===== config.mk =====
export PLATFORM = sky130hd
export DESIGN_NAME = score_counter_mux
export DESIGN_NICKNAME = d
export VERILOG_FILES = /design/src/rtl/score_counter_mux.sv
export SDC_FILE = /design/constraint.sdc
export NUM_CORES = 1
export LEC_CHECK = 0
export ABC_AREA = 1
export BUFFER_PORTS_ARGS = -buffer_cell sky130_fd_sc_hd__buf_2
export CAP_MARGIN = 15
export CORE_ASPECT_RATIO = 0.9
export CORE_MARGIN = 8
export CORE_UTILIZATION = 60
export CTS_CLUSTER_DIAMETER = 80
export DETAILED_ROUTE_END_ITERATION = 7
export HOLD_SLACK_MARGIN = 0.03
export PLACE_DENSITY = 0.86
export SYNTH_ARGS = -nofsm -noshare
export SYNTH_HDL_FRONTEND = slang
export SYNTH_SLANG_ARGS = --single-unit

===== constraint.sdc =====
create_clock -name clk -period 10.15 [get_ports clk]
set_input_delay 1.5225 -clock clk [delete_from_list [all_inputs] [get_ports clk]]
set_output_delay 1.5225 -clock clk [all_outputs]
set_load 0.01 [all_outputs]

===== src/rtl/score_counter_mux.sv =====
`default_nettype none
// ============================================================================
// Module      : score_counter_mux
// Description : Scoreboard core. Five raw push-buttons, each with a 2-FF
//               synchroniser, debouncer and rising-edge detector, drive two
//               BCD team scores (00..99) shown on four multiplexed 7-segment
//               digits.
//               Build option SCORE_SAT_EN: when defined, scores saturate at
//               00/99; when undefined, scores wrap 99->00 and 00->99.
// Revision    : 1.0 - initial release
// ============================================================================
module score_counter_mux #(
    parameter int DEBOUNCE_CYCLES = 50000,
    parameter int REFRESH_DIV     = 10000
) (
    input  logic       clk,
    input  logic       rst,
    input  logic       btn_a_inc,
    input  logic       btn_a_dec,
    input  logic       btn_b_inc,
    input  logic       btn_b_dec,
    input  logic       btn_clr,
    output logic [7:0] score_a,
    output logic [7:0] score_b,
    output logic [6:0] seg,
    output logic       dp,
    output logic [1:0] digit_sel
);

    localparam int c_NUM_BTN = 5;
    localparam int c_DEB_W   = $clog2(DEBOUNCE_CYCLES);
    localparam int c_REF_W   = (REFRESH_DIV > 1) ? $clog2(REFRESH_DIV) : 1;
    localparam logic [c_DEB_W-1:0] c_DEB_LAST = c_DEB_W'(DEBOUNCE_CYCLES - 1);
    localparam logic [c_REF_W-1:0] c_REF_LAST = c_REF_W'(REFRESH_DIV - 1);

    // Bit positions in the button vectors
    localparam int c_BTN_A_INC = 0;
    localparam int c_BTN_A_DEC = 1;
    localparam int c_BTN_B_INC = 2;
    localparam int c_BTN_B_DEC = 3;
    localparam int c_BTN_CLR   = 4;

    logic [c_NUM_BTN-1:0] w_raw;
    logic [c_NUM_BTN-1:0] w_pulse;

    assign w_raw = {btn_clr, btn_b_dec, btn_b_inc, btn_a_dec, btn_a_inc};

    generate
        for (genvar gi = 0; gi < c_NUM_BTN; gi++) begin : g_btn
            logic               r_sync1;
            logic               r_sync2;
            logic               r_deb;
            logic               r_deb_q;
            logic [c_DEB_W-1:0] r_cnt;

            // Two-flop synchroniser for the asynchronous button input
            always_ff @(posedge clk or posedge rst) begin
                if (rst) begin
                    r_sync1 <= 1'b0;
                    r_sync2 <= 1'b0;
                end else begin
                    r_sync1 <= w_raw[gi];
                    r_sync2 <= r_sync1;
                end
            end

            // Debouncer: level flips only after the synchronised input has
            // disagreed with it for DEBOUNCE_CYCLES consecutive cycles
            always_ff @(posedge clk or posedge rst) begin
                if (rst) begin
                    r_cnt <= '0;
                    r_deb <= 1'b0;
                end else if (r_sync2 == r_deb) begin
                    r_cnt <= '0;
                end else if (r_cnt == c_DEB_LAST) begin
                    r_deb <= r_sync2;
                    r_cnt <= '0;
                end else begin
                    r_cnt <= r_cnt + c_DEB_W'(1);
                end
            end

            // Delayed debounced level for press-edge detection
            always_ff @(posedge clk or posedge rst) begin
                if (rst) begin
                    r_deb_q <= 1'b0;
                end else begin
                    r_deb_q <= r_deb;
                end
            end

            assign w_pulse[gi] = r_deb & ~r_deb_q;
        end
    endgenerate

    // BCD +1 with ones carry; boundary behaviour chosen at build time
    function automatic logic [7:0] f_bcd_inc(input logic [7:0] v);
        if (v == 8'h99) begin
`ifdef SCORE_SAT_EN
            f_bcd_inc = 8'h99;
`else
            f_bcd_inc = 8'h00;
`endif
        end else if (v[3:0] == 4'd9) begin
            f_bcd_inc = {v[7:4] + 4'd1, 4'd0};
        end else begin
            f_bcd_inc = {v[7:4], v[3:0] + 4'd1};
        end
    endfunction

    // BCD -1 with ones borrow; boundary behaviour chosen at build time
    function automatic logic [7:0] f_bcd_dec(input logic [7:0] v);
        if (v == 8'h00) begin
`ifdef SCORE_SAT_EN
            f_bcd_dec = 8'h00;
`else
            f_bcd_dec = 8'h99;
`endif
        end else if (v[3:0] == 4'd0) begin
            f_bcd_dec = {v[7:4] - 4'd1, 4'd9};
        end else begin
            f_bcd_dec = {v[7:4], v[3:0] - 4'd1};
        end
    endfunction

    // Simultaneous inc and dec of one team cancel out
    function automatic logic [7:0] f_next(input logic [7:0] v, input logic inc, input logic dec);
        if (inc && dec) begin
            f_next = v;
        end else if (inc) begin
            f_next = f_bcd_inc(v);
        end else if (dec) begin
            f_next = f_bcd_dec(v);
        end else begin
            f_next = v;
        end
    endfunction

    logic [7:0] r_score_a;
    logic [7:0] r_score_b;

    // Score registers; clear has priority and swallows same-cycle pulses
    always_ff @(posedge clk or posedge rst) begin
        if (rst) begin
            r_score_a <= 8'h00;
            r_score_b <= 8'h00;
        end else if (w_pulse[c_BTN_CLR]) begin
            r_score_a <= 8'h00;
            r_score_b <= 8'h00;
        end else begin
            r_score_a <= f_next(r_score_a, w_pulse[c_BTN_A_INC], w_pulse[c_BTN_A_DEC]);
            r_score_b <= f_next(r_score_b, w_pulse[c_BTN_B_INC], w_pulse[c_BTN_B_DEC]);
        end
    end

    logic [c_REF_W-1:0] r_refresh;
    logic [1:0]         r_digit_sel;

    // Refresh divider; each terminal count advances to the next digit
    always_ff @(posedge clk or posedge rst) begin
        if (rst) begin
            r_refresh   <= '0;
            r_digit_sel <= 2'd0;
        end else if (r_refresh == c_REF_LAST) begin
            r_refresh   <= '0;
            r_digit_sel <= r_digit_sel + 2'd1;
        end else begin
            r_refresh   <= r_refresh + c_REF_W'(1);
        end
    end

    logic [3:0] w_nibble;

    // Select the nibble for the active digit and decode it to segments
    always_comb begin
        w_nibble = 4'd0;
        seg      = 7'h00;
        case (r_digit_sel)
            2'd0:    w_nibble = r_score_a[7:4];
            2'd1:    w_nibble = r_score_a[3:0];
            2'd2:    w_nibble = r_score_b[7:4];
            default: w_nibble = r_score_b[3:0];
        endcase
        case (w_nibble)
            4'd0:    seg = 7'h3F;
            4'd1:    seg = 7'h06;
            4'd2:    seg = 7'h5B;
            4'd3:    seg = 7'h4F;
            4'd4:    seg = 7'h66;
            4'd5:    seg = 7'h6D;
            4'd6:    seg = 7'h7D;
            4'd7:    seg = 7'h07;
            4'd8:    seg = 7'h7F;
            4'd9:    seg = 7'h6F;
            default: seg = 7'h00;
        endcase
    end

    assign dp        = (r_digit_sel == 2'd1);
    assign digit_sel = r_digit_sel;
    assign score_a   = r_score_a;
    assign score_b   = r_score_b;

endmodule
`default_nettype wire

==> impl_metrics.ini, run 1 <==
[detailed_routing]
drtIter0Drc = 478
num_vias = 6672
dr.pass1.iters = 5
wl_per_cell_um = 13.4
drc = 0
route.antenna.remaining_nets = 0
wirelength_mm = 16.6
viasPerCell = 5.38

[logic_synthesis]
ys_types = 34
synth_xor_area_share_pct = 5.42
yosys.area.top_type = dfrtp_1
syn_avg_cell_area_um2 = 7.65
synthMuxAreaShare_pct = 0
synth_area_leaders = dfrtp_1 43%, nand2_1 11%, nor2_1 7.4%
netlist_instances = 1014
synth_nets = 1050
syn_area_um2 = 7760
synth-seq-cells = 132
synth_top_area_share_pct = 42.6
yosysWarnings = 0
synth-simple-area-share_pct = 35.3
synth_top_family_by_area = simple AND/OR/NAND/NOR gates
synth_seq_area_share_pct = 42.6
synth_compound_area_share_pct = 4.66
synth_fa_ha_area_share_pct = 4.68

[clock_network]
cts.clk_slew.worst_paths_ns = 0.05
numCtsBuffers = 17
cts-root-buf = clkbuf_16
ctsResizeCount = 0
clock_path_buffers = 2
cts_tree = yes
ctsHtreeMaxLevel = 4
ctsHoldBuffers = 0
cts_sinks = 132
clk_latency_ns = 0.42
postCtsSetupBuffers = 0

[floorplanning]
die_area_um2 = 16800
rows = 39
die_x_um = 136
chipHeight_um = 124
pin_count = 33
coreArea_um2 = 12600
initial_core_util_pct = 61.4

[sta]
tns_ns = 0
holdWs_ns = 0.346
fin_crit_ns = 4.04
grt_setup_unrepaired = false
hold_viol = 0
fin_crit_sh_pct = 39.8
slew_headroom_pct = 51.3
worstMarginPinSlew_ns = 0.730
slew_violations = 0
fin_skew_ns = 0.00729
setup_viol = 0
timing.fmax_mhz = 247

[min_path]
hp-start = g_btn[4].r_sync1
whs_path_depth = 0
holdPathEnd = g_btn[4].r_sync2
hold_class = reg -> reg

[power_and_ir_drop]
p_leak_nw = 4.09
worst_ir_drop_vdd_v = 0.000146
power_mw = 1.27
power.density_nw_per_um2 = 145

[cells_and_area]
area_delta_synth_final_pct = 13.2
final_cell_area_um2 = 8790
antenna_cells = 0
drive_gt1_share_pct = 12.6
nets = 1098

[grt]
antenna_found_initial = 0
met3_usage_pct = 5.44
grt_pass1_vias = 6362
top_usage_layer = met2
grt_util_met1_pct = 25.5
gr-usage-met2_pct = 35.4
track_usage_pct = 21.0
grt_max_degree = 73
overflow = 0
grt_pass1_wl_mm = 28.7

[run]
cap_violations = 0

[critical_path]
required_ns = 8.63
rr_startpoint = score_b[0]
worstRegToRegCells = 8
cp-start-kind = flop
reg2reg_slack_ns = 8.25
cp_data_arrival_time_ns = 2.52
worstSetupEndpointType = output pin
crit_fanout = 5
critPathKind = reg -> out
worstReg2RegEnd = score_b[5]

[placed_design]
placed_area_um2 = 8110
place_hpwl_mm = 11.4
io_buffers = 32
place_congestion = 0.922

[status]
status = complete, no violations
-- stage by stage --
stage          setup WS (ns)  utilization, %  std cells
2_1_floorplan           5.10               -       1014
3_3_place_gp            6.61            64.1       1207
3_5_place_dp            6.55            64.1       1207
4_1_cts                 6.07            69.5       1239
5_1_grt                 5.86            69.5       1239
6_report                6.11            69.5       1239
-- cells in the final DEF (no fill, tap or decap), drive strengths merged, types with 29 or more instances in the layout --
master	netlist	final
ha	29	29
nor2	177	177
o21ai	32	32
inv	144	145
nand2	249	249
dfrtp	132	132
nand4	36	36
buf	4	33
nand3	82	82
nor3	41	41
xor2	32	32
-- worst max-delay path, cell delays in order, from the launching register on --
cell      delay (ns)
dfrtp_1         0.44
inv_1           0.12
ha_1            0.22
nand2_1         0.07
nand2_1         0.07
nor2_1          0.05
a21oi_1         0.32
inv_1           0.17
ha_1            0.21
nand3b_1        0.15
nand2_1         0.07
nand2_1         0.04
nand2_1         0.07
buf_2           0.12
-- cells in the mapped netlist --
| library cell | instances |
|---|---|
| nor2b_4 | 1 |
| nand3_4 | 1 |
| dfrtp_1 | 132 |
| o211ai_1 | 1 |
| nand3_1 | 74 |
| nand4_1 | 36 |
| nand2_4 | 1 |
| nor3_2 | 9 |
| inv_2 | 5 |
| a21oi_1 | 26 |
| nor2_2 | 19 |
| o21ai_0 | 25 |
| or2_2 | 1 |
| a31oi_1 | 1 |
| nor3_1 | 31 |
| o21bai_1 | 4 |
| buf_2 | 2 |
| o21ai_2 | 1 |
| nor3b_2 | 1 |
| nand3_2 | 7 |
| buf_6 | 2 |
| o21ai_4 | 1 |
| nor2_1 | 153 |
| nor3_4 | 1 |
| nand2_1 | 232 |
| ha_1 | 29 |
| inv_1 | 139 |
| nand2_2 | 16 |
| o22ai_2 | 1 |
| nor2_4 | 5 |
| xor2_1 | 32 |
| xnor2_1 | 16 |
| nand3b_1 | 4 |
| o21ai_1 | 5 |
-- routing by layer --
layer | up-vias | wire [µm] | share of wire [%]
li1 | 3322 | - | -
met1 | 3083 | 7180 | 43
met2 | 222 | 8030 | 48
met3 | 45 | 969 | 5.8
met4 | 0 | 400 | 2.4
met5 | - | 0 | 0
-- registers in the layout, summed over array words and instances, names as in the netlist --
signal,flops
digit_sel,2
g_btn.r_deb_q,5
r_refresh,14
score_b,8
g_btn.r_sync2,5
score_a,8
g_btn.r_cnt,80
g_btn.r_sync1,5
g_btn.r_deb,5
-- layout make-up --
class                   count  area [µm²]
multi-input cells         734        3880
repair buffers             33         168
clock buffers              20         457
clock inverters            12         225
inverters                 144         546
well taps                 164         205
flip-flops and latches    132        3300
fillers                   950        3850
-- worst max path at each step --
stage	from	endpoint	slack (ns)	depth (start not counted)
after floorplan	rst	digit_sel[0]	5.10	1
after global placement	digit_sel[0]	seg[0]	6.61	13
after detailed placement	digit_sel[0]	seg[0]	6.55	13
after CTS	digit_sel[0]	seg[0]	6.07	13
after global routing	digit_sel[0]	seg[0]	5.86	13
final	digit_sel[0]	seg[0]	6.11	13
-- kinds of logic after synthesis --
family / after synthesis
compound gates: 65
xor+xnor: 48
fa+ha+maj: 29
buf+inv: 148
flops: 132
simple gates: 592
-- report_power, final --
part           internal [mW]  total, mW  switching [mW]
Clock                  0.474      0.701           0.227
Sequential             0.533      0.539         0.00567
Combinational        0.00802     0.0304          0.0224
Power figures use the tool's default switching activity.
==> run 2: changes to the inputs <==
--- a/config.mk
+++ b/config.mk
@@ -5,7 +5,7 @@
 export SDC_FILE = /design/constraint.sdc
 export NUM_CORES = 1
 export LEC_CHECK = 0
-export ABC_AREA = 1
+export ABC_AREA = 0
 export BUFFER_PORTS_ARGS = -buffer_cell sky130_fd_sc_hd__buf_2
 export CAP_MARGIN = 15
 export CORE_ASPECT_RATIO = 0.9
==> constraint.sdc (replaced) <==
create_clock -name clk -period 3.83 [get_ports clk]
set_input_delay 0.5745 -clock clk [delete_from_list [all_inputs] [get_ports clk]]
set_output_delay 0.5745 -clock clk [all_outputs]
set_load 0.01 [all_outputs]
==> run 2 against run 1 <==
Against the previous run: flip-flop and latch count is the same; non-clock buffer count rose by 1; register-to-register slack got worse by 6.5 ns; utilization fell by 0.49 points; first-iteration DRC count is 17% higher; combinational power is 120% higher; setup slack got worse by 5.4 ns; wire length decreased by 15%; final cell count down 26%; count of clock-buffer cells in the layout unchanged; global-route usage is 1.5 points lower; highest routed layer unchanged.
==> impl_metrics.ini, run 2 <==
[logic_synthesis]
synth_area_leaders = dfrtp_1 48%, xnor2_1 7.3%, nor2_1 6.3%
synth_nets = 743
yosys-top-cells-count = 132 x dfrtp_1, 114 x nor2_1, 57 x xnor2_1
synth-seq-cells = 132
synth_top_area_share_pct = 48.3
async_flop_share_pct = 100
yosysMostFrequentCell = dfrtp_1
syn_area_um2 = 6850
netlist_instances = 707
ys_types = 55
synth_seq_area_share_pct = 48.3
synth_flop_cell = dfrtp_1
synth_edf_count = 0
yosysWarnings = 0
yosys.area.top_type = dfrtp_1
syn_avg_cell_area_um2 = 9.68

[grt]
antenna_found_initial = 0
track_usage_pct = 19.5
grt_pass1_vias = 5208
overflow = 0
grt_pass1_wl_mm = 24.2
grt_max_degree = 60

[sta]
fin_crit_ns = 3.14
tns_ns = 0
timing.fmax_mhz = 318
fin_crit_sh_pct = 82.1
worstMarginPinSlew_ns = 1.00
slew_violations = 0
setup_viol = 0
fin_skew_ns = 0.00888
grt_setup_unrepaired = false
holdWs_ns = 0.260
slew_headroom_pct = 33.2
hold_viol = 0

[min_path]
hp-start = btn_a_dec
whs_path_depth = 1
holdPathEnd = g_btn[1].r_sync1
hold_class = in -> reg

[critical_path]
critPathKind = reg -> out
cp.buffers_inverters = 3
critPathSlowestCell = dfrtp_1
path_delay_family = compound AO/OA/AOI/OAI gates
cp_data_arrival_time_ns = 2.57
path_cells = inv_1 > ha_1 > a21oi_1 > a22oi_1 > inv_1 > ha_1 > nor2_1 > o21ai_0 > o21ai_0 > buf_2
worstRegToRegCells = 6
crit_fanout = 6
required_ns = 3.26
critical_path_depth = 10
worstSetupEndpointType = output pin
critical_path.max_stage_delay_ns = 0.42
worstReg2RegEnd = score_a[7]
rr_startpoint = score_a[1]
cp-start-kind = flop
reg2reg_slack_ns = 1.71

[cells_and_area]
final_common_cell = dfrtp_1
largest_register_ffs = 80
drive_gt1_share_pct = 10.7
fill_cells = 830
most-common-layout-cells = 132 x dfrtp_1, 114 x nor2_1, 57 x xnor2_1
largest_registers = g_btn.r_cnt x80, r_refresh x14
top_register = g_btn.r_cnt
final_cell_area_um2 = 7800
finalNonFillerCells = 914
antenna_cells = 0
area_delta_synth_final_pct = 13.9
nets = 781

[clock_network]
clk_latency_ns = 0.42
numCtsBuffers = 17
clock_path_buffers = 2
cts_sinks = 132
ctsHtreeMaxLevel = 4
ctsResizeCount = 0
cts_tree = yes
cts.clk_slew.worst_paths_ns = 0.06
postCtsSetupBuffers = 0
cts-root-buf = clkbuf_16
ctsHoldBuffers = 0

[detailed_routing]
wl_per_cell_um = 15.4
drtIter0Drc = 559
viasPerCell = 5.76
route.antenna.remaining_nets = 0
num_vias = 5269
drc = 0
dr.pass1.iters = 8
wirelength_mm = 14.1

[placed_design]
io_buffers = 32
dp_cells = 882
placed_area_um2 = 7160
place_hpwl_mm = 9.70
place_congestion = 0.885

[floorplanning]
die_x_um = 129
die_area_um2 = 15100
initial_core_util_pct = 60.6
pin_count = 33
rows = 37
coreArea_um2 = 11300
chipHeight_um = 117

[run]
cap_violations = 0

[power_and_ir_drop]
power.density_nw_per_um2 = 412
p_leak_nw = 3.49
worst_ir_drop_vdd_v = 0.000314

[status]
status = complete, no violations
-- run 2: cell count changes after synthesis, sizes merged, moves of 8 or more --
cell / delta
a21oi: -14
nand3: -38
mux2: +8
and3: +32
xnor2: +41
inv: -112
nand4: -23
nor2: -63
nor3: -14
clkbuf: +11
nand2: -197
o21ai: -8
-- run 2: final cells by class --
cell class              instances  area, µm²  area share, %
well taps                     156        195           2.50
clock inverters                12        178           2.28
multi-input cells             528       3350           43.0
clock buffers                  20        457           5.86
repair buffers                 34        188           2.41
inverters                      32        124           1.59
flip-flops and latches        132       3300           42.4
-- run 2: routing by layer --
metal | global-route usage, % | wire [µm] | up-vias
li1 | - | - | 2527
met1 | 25.1 | 6330 | 2576
met2 | 30.0 | 6650 | 141
met3 | 6.07 | 807 | 25
met4 | 7.85 | 284 | 0
met5 | 0 | 0 | -
-- run 2: per-stage QoR --
| stage | utilization (%) | setup slack (ns) | power [mW] |
|---|---|---|---|
| 6_report | 69.0 | 0.687 | 3.22 |
| 5_1_grt | 69.0 | 0.454 | 3.31 |
| 4_1_cts | 69.0 | 0.702 | 3.24 |
| 3_5_place_dp | 63.4 | 1.16 | 1.52 |
| 3_3_place_gp | 63.4 | 1.25 | 1.52 |
| 2_1_floorplan | - | 1.29 | 1.50 |
-- run 2: how the worst max path moves through the flow --
stage	start	end	slack [ns]
final	digit_sel[1]	seg[0]	0.69
after global routing	digit_sel[0]	seg[0]	0.45
after CTS	digit_sel[0]	seg[0]	0.70
after detailed placement	digit_sel[0]	seg[0]	1.16
after global placement	digit_sel[0]	seg[0]	1.25
after floorplan	digit_sel[0]	seg[1]	1.29
-- run 2: where the power goes --
part / internal [mW] / switching [mW] / leakage [nW]
logic: 0.0187 / 0.0483 / 1.39
registers: 1.41 / 0.0123 / 1.79
clock network: 1.12 / 0.600 / 0.299
total: 2.56 / 0.660 / 3.49
-- run 2: logic make-up (layout without fill, tap and decap cells) --
kind of cell,count (synthesis),count (layout),share of synthesized area [%]
simple gates,319,319,22.5
flops,132,132,48.3
xor+xnor,86,86,11.0
compound gates,81,81,8.17
buf+inv,47,98,2.74
fa+ha+maj,29,29,5.30
mux,13,13,2.05
==> run 3: changes to the inputs <==
==> constraint.sdc (replaced) <==
create_clock -name clk -period 3 [get_ports clk]
set_input_delay 0.45 -clock clk [delete_from_list [all_inputs] [get_ports clk]]
set_output_delay 0.45 -clock clk [all_outputs]
set_load 0.01 [all_outputs]
==> run 3 against run 2 <==
Against the previous run: via count up 0.15%; wire length down 0.51%; first-iteration DRC count down 10%; sequential share of layout area about the same; combinational power up 27%; utilization about the same; worst hold slack worse by 0.19 ns; clock power up 12%; critical endpoint unchanged; largest cell class unchanged.
==> impl_metrics.ini, run 3 (synthesis results as in run 2) <==
[floorplanning]
pin_count = 33
initial_core_util_pct = 60.6
coreArea_um2 = 11300
die_x_um = 129
rows = 37
chipHeight_um = 117
die_area_um2 = 15100

[placed_design]
dp_cells = 883
place_congestion = 0.848
place_hpwl_mm = 9.57
io_buffers = 32

[sta]
setup_viol = 0
fin_skew_ns = 0.00508
slew_headroom_pct = 54.9
fin_crit_ns = 2.95
timing.fmax_mhz = 339
fin_crit_sh_pct = 98.3
slew_violations = 0
holdWs_ns = 0.0699
hold_viol = 0
worstMarginPinSlew_ns = 0.676

[detailed_routing]
drc = 0
route.antenna.remaining_nets = 0
dr.pass1.iters = 7
drtIter0Drc = 502
viasPerCell = 5.74
wl_per_cell_um = 15.2
wirelength_mm = 14.0
num_vias = 5277

[grt]
grt_pass1_vias = 5178
overflow = 0
antenna_found_initial = 0
grt_pass1_wl_mm = 23.6
grt_max_degree = 111
track_usage_pct = 19.1

[critical_path]
critical_path.max_stage_delay_ns = 0.42
required_ns = 2.55
cp_data_arrival_time_ns = 2.50
worstRegToRegCells = 6
worstSetupEndpointType = output pin
crit_fanout = 9
critPathKind = reg -> out
path_cells = inv_1 > ha_1 > a222oi_1 > buf_4 > mux2_4 > nor2_1 > o21ai_0 > o21ai_1 > buf_2
critPathSlowestCell = dfrtp_1
cp-start-kind = flop

[power_and_ir_drop]
power_frac_comb_pct = 2.2
seqPwrFrac_pct = 47.6
power.density_nw_per_um2 = 491
p_int_mw = 3.02
p_leak_nw = 3.50
clock_power_share_pct = 50.2
power.switching_mw = 0.808
worst_ir_drop_vdd_v = 0.000424
p_sw_share_pct = 21.1

[cells_and_area]
nets = 789
area_delta_synth_final_pct = 13.9
most-common-layout-cells = 132 x dfrtp_1, 114 x nor2_1, 57 x xnor2_1
top_register = g_btn.r_cnt
largest_registers = g_btn.r_cnt x80, r_refresh x14
area.sequential_um2 = 3300
final_common_cell = dfrtp_1
finalNonFillerCells = 920
largest_register_ffs = 80
multi_input_area_um2 = 3370
fill_cells = 818
antenna_cells = 0
drive_gt1_share_pct = 11.9

[clock_network]
clk_latency_ns = 0.41
ctsHtreeMaxLevel = 4
cts.clk_slew.worst_paths_ns = 0.05
cts-root-buf = clkbuf_16
numCtsBuffers = 17
cts_sinks = 132
clock_path_buffers = 2
cts_tree = yes

[run]
cap_violations = 0

[status]
status = complete, no violations

[min_path]
hold_class = in -> async
-- run 3: cell types whose count changed in the layout (fill, tap and decap cells not counted), sizes merged --
cell	before	now
clkbuf	20	21
buf	34	42
inv	32	31
bufinv	4	1
clkinvlp	5	4
clkinv	3	5
-- run 3: path summary, 6_finish.rpt --
kind | endpoint | slack [ns] | startpoint
worst max-delay path | seg[0] | 0.05 | digit_sel[0]
worst min-delay path | g_btn[0].r_cnt[9] | 0.07 | rst
worst max register to register | score_a[7] | 0.90 | score_a[0]
worst min register to register | g_btn[1].r_sync2 | 0.35 | g_btn[1].r_sync1
max in group asynchronous | score_b[5] | 2.03 | rst
min in group clk | g_btn[1].r_sync1 | 0.14 | btn_a_dec
-- run 3: power by group through the flow --
stage	combinational, mW	clock, mW	sequential, mW
global route	0.102	2.03	1.82
floorplan	0.0626	0	1.85
finish	0.0851	1.92	1.82
CTS	0.0887	1.96	1.82
detailed placement	0.0880	0	1.85
global placement	0.0827	0	1.85
-- run 3: per-layer routing --
layer	global-route usage [%]	wire (µm)	vias up
met5	0	0	-
met4	9.02	367	0
met3	5.71	863	31
met2	30.6	6740	150
met1	23.2	6030	2564
li1	-	-	2532
-- run 3: final cells by class --
cell class,instances,area share [%]
inverter,32,1.59
sequential,132,42.4
clock buffer,21,6.04
timing repair buffer,42,3.18
tap,156,2.50
multi-input combinational,528,43.3
clock inverter,9,1.04
-- run 3: worst max-delay path, delay by kind of cell, from the launching register on --
family                     cells  cell delay (ns)
and+or+nand+nor                1             0.08
DFF                            1             0.42
AOI/OAI and AO/OA              3             0.70
buffers and inverters          3             0.44
muxes                          1             0.20
adders and majority gates      1             0.25
-- run 3: repair_timing --
item                       4_1_cts  5_1_grt
setup buffers                    0        7
hold buffers                     0        0
cloned                           0        0
setup endpoints to repair        2        5
pin swaps                        0        3
gates resized for setup          2        5
-- run 3: stage by stage --
step	total power [mW]	util (%)	worst slack, ns	cell area [µm²]	setup TNS, ns
floorplan	1.91	-	0.584	6850	0
global placement	1.93	63.5	0.546	7170	0
detailed placement	1.94	63.5	0.396	7170	0
CTS	3.87	68.5	0.0107	7730	0
global route	3.96	69.0	-0.0537	7790	-0.0787
finish	3.82	69.0	0.0499	7790	0
